[src/rtl/uart_rx_sched.sv]
// Receive-side bit scheduler for the Bluetooth UART link.
// A restartable baud counter is re-phased on every start-bit edge so that each
// sample lands mid-bit. 8N1 bytes are assembled and handed to the consumer
// through a valid/ack handshake that also reports framing errors and overruns.
module uart_rx_sched #(
  parameter int unsigned BIT_DIV  = 5208,
  parameter int unsigned HALF_DIV = BIT_DIV / 2,
  parameter int unsigned CNT_W    = $clog2(BIT_DIV)
) (
  input  logic       clk_in,
  input  logic       reset,
  input  logic       rx,
  input  logic       rx_ack,
  output logic [7:0] rx_data,
  output logic       rx_valid,
  output logic       frame_err,
  output logic       overrun,
  output logic       busy,
  output logic       bit_tick
);

  typedef enum logic [1:0] {IDLE, START, DATA, STOP} state_t;

  localparam logic [CNT_W-1:0] FULL_LAST = CNT_W'(BIT_DIV - 1);
  localparam logic [CNT_W-1:0] HALF_LAST = CNT_W'(HALF_DIV - 1);

  state_t           state;
  logic             rx_m;
  logic             rx_s;
  logic             rx_d;
  logic             fall;
  logic [CNT_W-1:0] cnt;
  logic [2:0]       bit_idx;
  logic [7:0]       shift;
  logic             load_pend;

  assign fall = rx_d & ~rx_s;

  // Two-flop synchronizer plus one delayed copy for falling-edge detection.
  always_ff @(posedge clk_in or negedge reset) begin
    if (!reset) begin
      rx_m <= 1'b1;
      rx_s <= 1'b1;
      rx_d <= 1'b1;
    end else begin
      rx_m <= rx;
      rx_s <= rx_m;
      rx_d <= rx_s;
    end
  end

  // Bit sequencer, baud counter, byte assembly and consumer handshake.
  always_ff @(posedge clk_in or negedge reset) begin
    if (!reset) begin
      state     <= IDLE;
      cnt       <= '0;
      bit_idx   <= '0;
      shift     <= '0;
      load_pend <= 1'b0;
      rx_data   <= '0;
      rx_valid  <= 1'b0;
      frame_err <= 1'b0;
      overrun   <= 1'b0;
      busy      <= 1'b0;
      bit_tick  <= 1'b0;
    end else begin
      bit_tick  <= 1'b0;
      frame_err <= 1'b0;
      load_pend <= 1'b0;

      // The load is deferred one cycle after the stop sample; it takes
      // precedence over an ack arriving in the same cycle.
      if (load_pend) begin
        rx_data  <= shift;
        rx_valid <= 1'b1;
        overrun  <= rx_ack ? 1'b0 : (overrun | rx_valid);
      end else if (rx_ack && rx_valid) begin
        rx_valid <= 1'b0;
        overrun  <= 1'b0;
      end

      case (state)
        IDLE: begin
          cnt <= '0;
          if (fall) begin
            state <= START;
            busy  <= 1'b1;
          end
        end
        START: begin
          if (cnt == HALF_LAST) begin
            cnt      <= '0;
            bit_tick <= 1'b1;
            if (!rx_s) begin
              state   <= DATA;
              bit_idx <= '0;
            end else begin
              state <= IDLE;
              busy  <= 1'b0;
            end
          end else begin
            cnt <= cnt + CNT_W'(1);
          end
        end
        DATA: begin
          if (cnt == FULL_LAST) begin
            cnt      <= '0;
            bit_tick <= 1'b1;
            shift    <= {rx_s, shift[7:1]};
            bit_idx  <= bit_idx + 3'd1;
            if (bit_idx == 3'd7) state <= STOP;
          end else begin
            cnt <= cnt + CNT_W'(1);
          end
        end
        STOP: begin
          if (cnt == FULL_LAST) begin
            cnt      <= '0;
            bit_tick <= 1'b1;
            state    <= IDLE;
            busy     <= 1'b0;
            if (rx_s) load_pend <= 1'b1;
            else      frame_err <= 1'b1;
          end else begin
            cnt <= cnt + CNT_W'(1);
          end
        end
        default: begin
          state <= IDLE;
          busy  <= 1'b0;
          cnt   <= '0;
        end
      endcase
    end
  end

endmodule

[config.mk]
export PLATFORM = sky130hd
export DESIGN_NAME = uart_rx_sched
export DESIGN_NICKNAME = d
export VERILOG_FILES = /design/src/rtl/uart_rx_sched.sv
export SDC_FILE = /design/constraint.sdc
export NUM_CORES = 1
export LEC_CHECK = 0
export BUFFER_PORTS_ARGS = -buffer_cell sky130_fd_sc_hd__buf_4
export CORE_ASPECT_RATIO = 1.2
export CORE_MARGIN = 1
export CORE_UTILIZATION = 42
export DETAILED_ROUTE_END_ITERATION = 12
export SLEW_MARGIN = 25
export SYNTH_ARGS = -nofsm -noshare
export SYNTH_HDL_FRONTEND = slang
export SYNTH_SLANG_ARGS = --single-unit
[constraint.sdc]
create_clock -name clk_in -period 5.2 [get_ports clk_in]
set_clock_uncertainty 0.1 [all_clocks]
set_input_delay 1.04 -clock clk_in [delete_from_list [all_inputs] [get_ports clk_in]]
set_output_delay 1.04 -clock clk_in [all_outputs]
set_load 0.01 [all_outputs]
# --- After elaboration in Yosys (flattened, before gate mapping) ---
# Cells that the tools add are included.
word_totals:
  reg_bits: 43
  in_bits: 4
  wordCells: 74
classes:
  eq_ne: 13
  add_sub_neg: 2
  n_mux: 32
  bitwise_logic: 3
  reduce_logical: 10
ops:
  columns: ["operator", "count"]
  rows:
  - ["13-bit one-hot mux with 3 select lines", 1]
  - ["13-bit two-way mux", 2]
  - ["1-bit two-way mux", 16]
  - ["2-bit != test (second input constant)", 7]
  - ["13-bit by 1-bit adder with 13-bit output (second input constant)", 1]
  - ["13-bit by 12-bit == test with 1-bit output (second input constant)", 1]
  - ["13-bit == test (second input constant)", 1]
  - ["2-bit two-way mux", 6]
  - ["5-bit AND reduction", 2]
  - ["3-bit two-way mux", 3]
  - ["2-bit one-hot mux with 4 select lines", 1]
  - ["3-bit one-hot mux with 2 select lines", 1]
  - ["2-bit == test (second input constant)", 2]
  - ["4-bit AND reduction", 1]
  - ["2-bit nonzero test", 2]
  - ["3-bit by 1-bit adder with 3-bit output (second input constant)", 1]
  - ["3-bit == test (second input constant)", 1]
  - ["1-bit one-hot mux with 3 select lines", 1]
  - ["3-bit nonzero test", 1]
  - ["2-bit by 1-bit == test with 1-bit output (second input constant)", 1]
  - ["2-bit logical NOT", 1]
  - ["1-bit one-hot mux with 2 select lines", 1]
  - ["2-bit AND reduction", 1]
  - ["2-bit OR reduction", 1]
  - ["other kinds (4)", 4]

# --- Longest topological paths before layout ---
# Gate-level depths: netlist (run 1).
depth:
  depth_word: 4
  mapped_depth: 7
  ltp_nobuf: 5

# --- Worst setup path before layout (run 1) ---
# OpenSTA, ideal clock, no wires.
synth_path:
  kind: "flip-flop to flip-flop"
  start: "register cnt[0]"
  end: "register state[0]"
  setup_time_ns: 0.139
  t_arrival_ns: 1.737
  path_buffers: 1
  stages_incl_launch_ff: 7
  slack_ns: 3.225
  required_time_ns: 4.961
  path_cell_list: "dfrtp_1 ha_1 and3_1 and4_1 buf_4 and3_1 or4_1"
synth_via:
  elab_chain_cells: 3
  elab_cells_between_ends: 6
synth_rtl:
  columns: ["element", "line", "text"]
  rows:
  - ["start, declared", "32", "logic [CNT_W-1:0] cnt;"]
  - ["start signal, assigned", "102", "cnt <= cnt + CNT_W'(1);"]
  - ["start signal, assigned", "113", "cnt <= cnt + CNT_W'(1);"]
  - ["start signal, assigned", "125", "cnt <= cnt + CNT_W'(1);"]
  - ["13-bit == test / 13-bit by 12-bit == test with 1-bit output (equally long branches)", "106, 117, 91", null]
  - ["2-bit != test (no source line)", null, null]
  - ["5-bit AND reduction (no source line) (*)", null, null]
  - ["end signal, assigned", "111", "if (bit_idx == 3'd7) state <= STOP;"]
  - ["end signal, assigned", "120", "state <= IDLE;"]
  - ["end signal, assigned", "129", "state <= IDLE;"]
  - ["end, declared", "27", "state_t state;"]
# Mark *: on every way between the ends. The rest lies on a longest branch, timed or not.
# A chain may end at the register's enable or synchronous reset.

# --- Worst setup path in the final report (run 1) ---
# Same ends and word-level chain as after synthesis.

==> summary.txt, run 1 <==
routability congestion estimate -> 0.858
worst skew pair latency -> 290 ps
flops & latches, synth -> 43
Starting Density -> 43.8%
Worst-path clk slew -> 80 ps
cell area after synthesis -> 0.00188 sq mm
status -> complete, no violations
Worst setup EP type -> flip-flop
Area Growth Syn to Fin -> 15.8%
Hold-fix buffers, CTS -> 0
setup bufs post-CTS -> 0
post-route setup slack -> 3110 ps
Reg2Reg Setup Slack -> 3110 ps
CP Class -> flip-flop to flip-flop
placed insts -> 229
Hold Crit Endpoint -> rx_s$_DFF_PN1_
CP cell instances -> ha_1 > and3_1 > and4_1 > and3_1 > or4_1
drt initial violations -> 45
fin area -> 0.00218 sq mm
Seq/Total Area, Yosys -> 57.4%
DRT antenna net count -> 0
PD cells -> 344 mW/mm^2
Routed WL -> 3220 um
Ports -> 17
Largest stage delay, worst path -> 470 ps
Resized Gates After CTS -> 0
Max Fclk -> 478 MHz
global-route wire length before repair -> 5620 um
fin crit share -> 40.2%
largest net degree at the start of global routing -> 44
max-slew violations -> 0
max_cap viols -> 0
combinational power share -> 8.3%
layout cells sized above 1 -> 26.5%
Slew headroom -> 63.5%
Tot Pwr -> 749 uW
via count -> 1,213
Hold Crit Class -> flip-flop to flip-flop
Post-DP HPWL -> 2220 um
drt pass-1 iters -> 4
Final min period -> 2090 ps
Ant. Diodes -> 0
Post-Synth XOR/XNOR Area -> 5.12%
setup TNS -> 0 ps
RR Startpoint -> cnt[0]$_DFF_PN0_
fill count -> 404
Routed WL per cell -> 13.6 um
yosys warns -> 0
final cell count without fillers -> 237
reg2reg path depth -> 5
worst r2r dst -> state[0]$_DFFE_PN0P_
CTS H-tree lvls -> 2
DP Area -> 0.00205 sq mm
Reg power frac -> 51.6%
gr usage total -> 15.4%
post-synthesis mux area share -> 9.57%
Mapped Nets -> 169
drc violations -> 0
Setup violations, final -> 0
CP max stage cell -> or4_1
core footprint -> 0.00429 sq mm
Startpoint Class -> flip-flop
Syn Inst Count -> 162
num rows -> 26
sw frac -> 23.2%
HP Start -> rx_m$_DFF_PN1_
Leakage Power -> 1.05 nW
largest family of logic cells by synthesized area -> simple AND/OR/NAND/NOR gates
Cell Int Power -> 575 uW
Simple-Gate Fraction of Synth Area -> 18.8%
Max IR drop VDD -> 0.223 mV
Die Area -> 0.00475 sq mm
port bufs -> 16
Die Y -> 75.3 um
antenna violations before repair -> 0
post-place setup slack -> 3130 ps
adder-cell share of the synthesized area -> 1.99%
final net count -> 187
Die Span X -> 63.1 um
CTS tree -> yes
Synth Area in Compound Gates -> 4.39%
CTS buffer count -> 5
post-synthesis area per instance -> 11.6 sq um
via count of the first global-routing pass -> 1,239
NetSw -> 174 uW
crit-path max FO -> 10
Clock Power Share -> 40.1%
Worst Tran Pin Value -> 546 ps
Clock Tree Root -> clkbuf_8
Critical Path RT -> 5260 ps
clock sink count -> 43
grt ovf -> 0
Hold Crit Depth -> 0
vias per cell -> 5.12
critical path arrival -> 2150 ps
Hold Vio Cnt, Final -> 0
Crit path top cell by count -> and3_1
RSZ-0062 raised after global routing -> no
clock buffer depth -> 2
unique cell type count in the Yosys netlist -> 33
## synthesized netlist by cell type (all sizes together)
cell | instances | area [sq um]
a21o | 1 | 7.51
a21oi | 5 | 25.0
a22o | 1 | 8.76
a31oi | 1 | 6.26
and3 | 5 | 31.3
and3b | 1 | 8.76
and4 | 1 | 8.76
and4bb | 2 | 25.0
buf | 3 | 17.5
clkbuf | 2 | 7.51
dfrtp | 40 | 1000
dfstp | 3 | 78.8
ha | 3 | 37.5
inv | 7 | 26.3
mux2 | 16 | 180
nand2 | 4 | 15.0
nand2b | 1 | 6.26
nand3 | 10 | 50.1
nand4 | 4 | 25.0
nor2 | 21 | 78.8
nor2b | 1 | 6.26
nor3 | 5 | 25.0
nor4 | 1 | 6.26
nor4b | 4 | 47.6
o21ai | 5 | 25.0
o21ba | 1 | 10.0
or2 | 1 | 6.26
or3 | 1 | 6.26
or4 | 1 | 7.51
xnor2 | 7 | 61.3
xor2 | 4 | 35.0
## metrics by stage
step | hold slack, ps | util (%)
after floorplan | 245 | -
after global placement | 246 | 47.7
after detailed placement | 247 | 47.7
after CTS | 259 | 50.8
after global routing | 262 | 50.8
final | 257 | 50.8
## layout by cell type, fill, tap and decap left out
cell / n
nand3_1: 10
bufinv_16: 2
or3_1: 1
clkbuf_8: 5
inv_1: 7
nand4_1: 4
nand2b_1: 1
a31oi_1: 1
xnor2_1: 7
nand2_1: 4
buf_4: 16
xor2_1: 4
a22o_1: 1
clkbuf_1: 1
and4bb_2: 2
nor2_1: 21
or4_1: 1
and3b_1: 1
or2_2: 1
mux2_2: 16
and4_1: 1
a21o_1: 1
ha_1: 3
dfrtp_1: 40
a21oi_1: 5
nor4b_1: 2
nor4_1: 1
o21ai_0: 5
dfstp_2: 3
nor3_1: 5
o21ba_2: 1
nor4b_2: 2
nor2b_1: 1
and3_1: 5
## state kept, by name, summed over array words and instances (netlist names), 3 cells and up, named ones only
| signal | cells |
|---|---|
| cnt | 13 |
| bit_idx | 3 |
| rx_data | 8 |
| shift | 8 |
## area by class of cell
cell class / instances / area (sq um) / area share [%]
Clock buffer: 6 / 72.6 / 3.33
Multi-Input combinational cell: 107 / 751 / 34.4
Tap cell: 56 / 70.1 / 3.21
Sequential cell: 43 / 1080 / 49.5
Timing Repair Buffer: 16 / 120 / 5.51
Inverter: 7 / 26.3 / 1.21
Clock inverter: 2 / 60.1 / 2.76
## power by group through the flow
stage	sequential [mW]	combinational, mW	clock, mW
after floorplan	0.380	0.0536	0
after global placement	0.391	0.0613	0
after detailed placement	0.393	0.0630	0
after CTS	0.386	0.0636	0.309
after global routing	0.392	0.0702	0.323
final	0.386	0.0625	0.300
## worst max path at each step
stage	start	to	slack [ps]
finish	cnt[0]$_DFF_PN0_	state[0]$_DFFE_PN0P_	3110
global route	cnt[0]$_DFF_PN0_	state[0]$_DFFE_PN0P_	2980
CTS	cnt[0]$_DFF_PN0_	state[0]$_DFFE_PN0P_	3120
detailed placement	cnt[0]$_DFF_PN0_	state[0]$_DFFE_PN0P_	3130
global placement	cnt[0]$_DFF_PN0_	state[0]$_DFFE_PN0P_	3200
floorplan	cnt[0]$_DFF_PN0_	state[0]$_DFFE_PN0P_	3220
## cells by family after synthesis
group,after synthesis
xor+xnor,11
flops,43
simple gates,63
mux,16
fa+ha+maj,3
buf+inv,12
compound gates,14
## per-layer routing
| layer | share of wire (%) | vias up | track usage (%) |
|---|---|---|---|
| li1 | - | 600 | - |
| met1 | 45 | 584 | 18.0 |
| met2 | 50 | 24 | 27.4 |
| met3 | 3.1 | 5 | 4.04 |
| met4 | 1.6 | 0 | 6.20 |
| met5 | 0 | - | 0 |
## critical path: cells and delay by family (launching register included)
| family | cells | cell delay, ps |
|---|---|---|
| and+or+nand+nor | 4 | 1170 |
| adders and majority gates | 1 | 290 |
| DFF | 1 | 410 |
Power figures use the tool's default switching activity.
==> run 2: changes to the inputs <==
==> constraint.sdc (replaced) <==
create_clock -name clk_in -period 1.7 [get_ports clk_in]
set_clock_uncertainty 0.1 [all_clocks]
set_input_delay 0.34 -clock clk_in [delete_from_list [all_inputs] [get_ports clk_in]]
set_output_delay 0.34 -clock clk_in [all_outputs]
set_load 0.01 [all_outputs]
==> summary.txt, run 2 (synthesis gave the netlist of run 1 again) <==
status -> finished with violations
failing checks -> negative setup slack
vias per cell -> 5.11
gr busiest metal -> met2
Largest Register -> cnt
CP Class -> flip-flop to flip-flop
Worst setup EP type -> flip-flop
Final min period -> 1740 ps
fin area -> 0.00240 sq mm
final cell count without fillers -> 257
drt initial violations -> 47
Die Area -> 0.00475 sq mm
via count of the first global-routing pass -> 1,320
grt met1 use -> 17.9%
gr usage total -> 16.7%
Critical Path RT -> 1760 ps
most common cell after layout, fill and taps aside -> dfrtp_1
num rows -> 26
Clock Power Share -> 37.6%
max_cap viols -> 0
global-route wire length before repair -> 5950 um
core footprint -> 0.00429 sq mm
Ant. Diodes -> 0
Startpoint Class -> flip-flop
Hold Crit Class -> input port to flip-flop
Setup violations, final -> 1
Largest regs -> cnt: 13 flops, rx_data: 8 flops, shift: 8 flops
Worst Tran Pin Value -> 519 ps
largest net degree at the start of global routing -> 44
max reg flops -> 13
grt ovf -> 0
Leakage Power -> 1.15 nW
critical path arrival -> 1800 ps
DRT antenna net count -> 0
Die Y -> 75.3 um
Ports -> 17
sw frac -> 23.1%
CTS tree -> yes
met2 Resource Use GR -> 31.8%
NetSw -> 557 uW
final net count -> 207
Reg power frac -> 47.6%
CTS buffer count -> 5
placed insts -> 247
crit-path max FO -> 4
routability congestion estimate -> 0.868
Slew headroom -> 65.4%
Max IR drop VDD -> 0.587 mV
Routed WL per cell -> 13.6 um
clock buffer depth -> 2
DP Area -> 0.00220 sq mm
Post-DP HPWL -> 2560 um
layout cells sized above 1 -> 37.8%
Max Fclk -> 575 MHz
Routed WL -> 3500 um
worst skew pair latency -> 290 ps
CTS H-tree lvls -> 2
drc violations -> 0
combinational power share -> 14.8%
RSZ-0062 raised after global routing -> yes
Worst-path clk slew -> 80 ps
clock sink count -> 43
Cell Int Power -> 1.86 mW
Die Span X -> 63.1 um
Starting Density -> 43.8%
port bufs -> 16
Area Growth Syn to Fin -> 27.7%
Hold Vio Cnt, Final -> 0
most frequent cells in the layout -> dfrtp_1 (39), buf_4 (35), nor2_1 (20), mux2_2 (16), nand3_1 (10)
via count -> 1,313
Clock Tree Root -> clkbuf_8
antenna violations before repair -> 0
PD cells -> 1000 mW/mm^2
fin crit share -> 102%
max-slew violations -> 0
routing usage on met3 -> 4.49%
post-route setup slack -> -37.7 ps
Core Util, Final -> 56.0%
drt pass-1 iters -> 3
## run 2: layer usage
metal	vias to the layer above	routed length (um)	part of all wire (%)
met5	-	0	0
met4	0	44	1.3
met3	4	103	2.9
met2	18	1900	54
met1	651	1450	41
li1	640	-	-
## run 2: path summary, 6_finish.rpt
kind	from	to	slack (ps)	cells past startpoint
max	cnt[3]$_DFF_PN0_	state[0]$_DFFE_PN0P_	-40	4
min	rx	rx_m$_DFF_PN1_	60	1
max reg2reg	cnt[3]$_DFF_PN0_	state[0]$_DFFE_PN0P_	-40	4
min reg2reg	rx_m$_DFF_PN1_	rx_s$_DFF_PN1_	260	0
max in group asynchronous	reset	async pin	650	2
min in group asynchronous	reset	rx_valid$_DFFE_PN0P_	470	2
## run 2: power by group through the flow
stage          clock network [mW]  registers (mW)  logic (mW)
4_1_cts                     0.936            1.14       0.355
3_5_place_dp                    0            1.16       0.349
5_1_grt                     0.981            1.15       0.405
3_3_place_gp                    0            1.16       0.346
6_report                    0.909            1.15       0.356
2_1_floorplan                   0            1.17       0.180
## run 2: layout make-up
class,count,area [sq um]
well taps,56,70.1
flip-flops and latches,43,1080
clock inverters,2,60.1
inverters,7,26.3
clock buffers,6,72.6
repair buffers,36,273
fillers,388,1890
multi-input cells,107,821
## run 2: repair_timing
item | 4_1_cts | 5_1_grt
hold buffers | 1 | 0
resized for setup | 1 | 8
endpoints found under the hold margin | 40 | 0
buffers inserted | 0 | 1
pin swaps | 0 | 2
setup endpoints to repair | 3 | 27
cloned | 0 | 0
## run 2: stage by stage
stage	setup WS (ps)	setup TNS (ps)	hold WS (ps)	power, mW
6_report	-37.7	-37.7	55.3	2.41
3_5_place_dp	-43.1	-46.0	248	1.51
5_1_grt	-128	-316	42.6	2.54
2_1_floorplan	-78.7	-78.7	-55.6	1.35
3_3_place_gp	-26.3	-26.3	246	1.51
4_1_cts	-44.5	-65.8	49.5	2.43
## run 2: worst max-delay path, stage by stage, from the launching register on
cell     delay, ps
dfrtp_1        420
nor4b_4        300
and4_4         280
nor3_2          40
or4_1          490
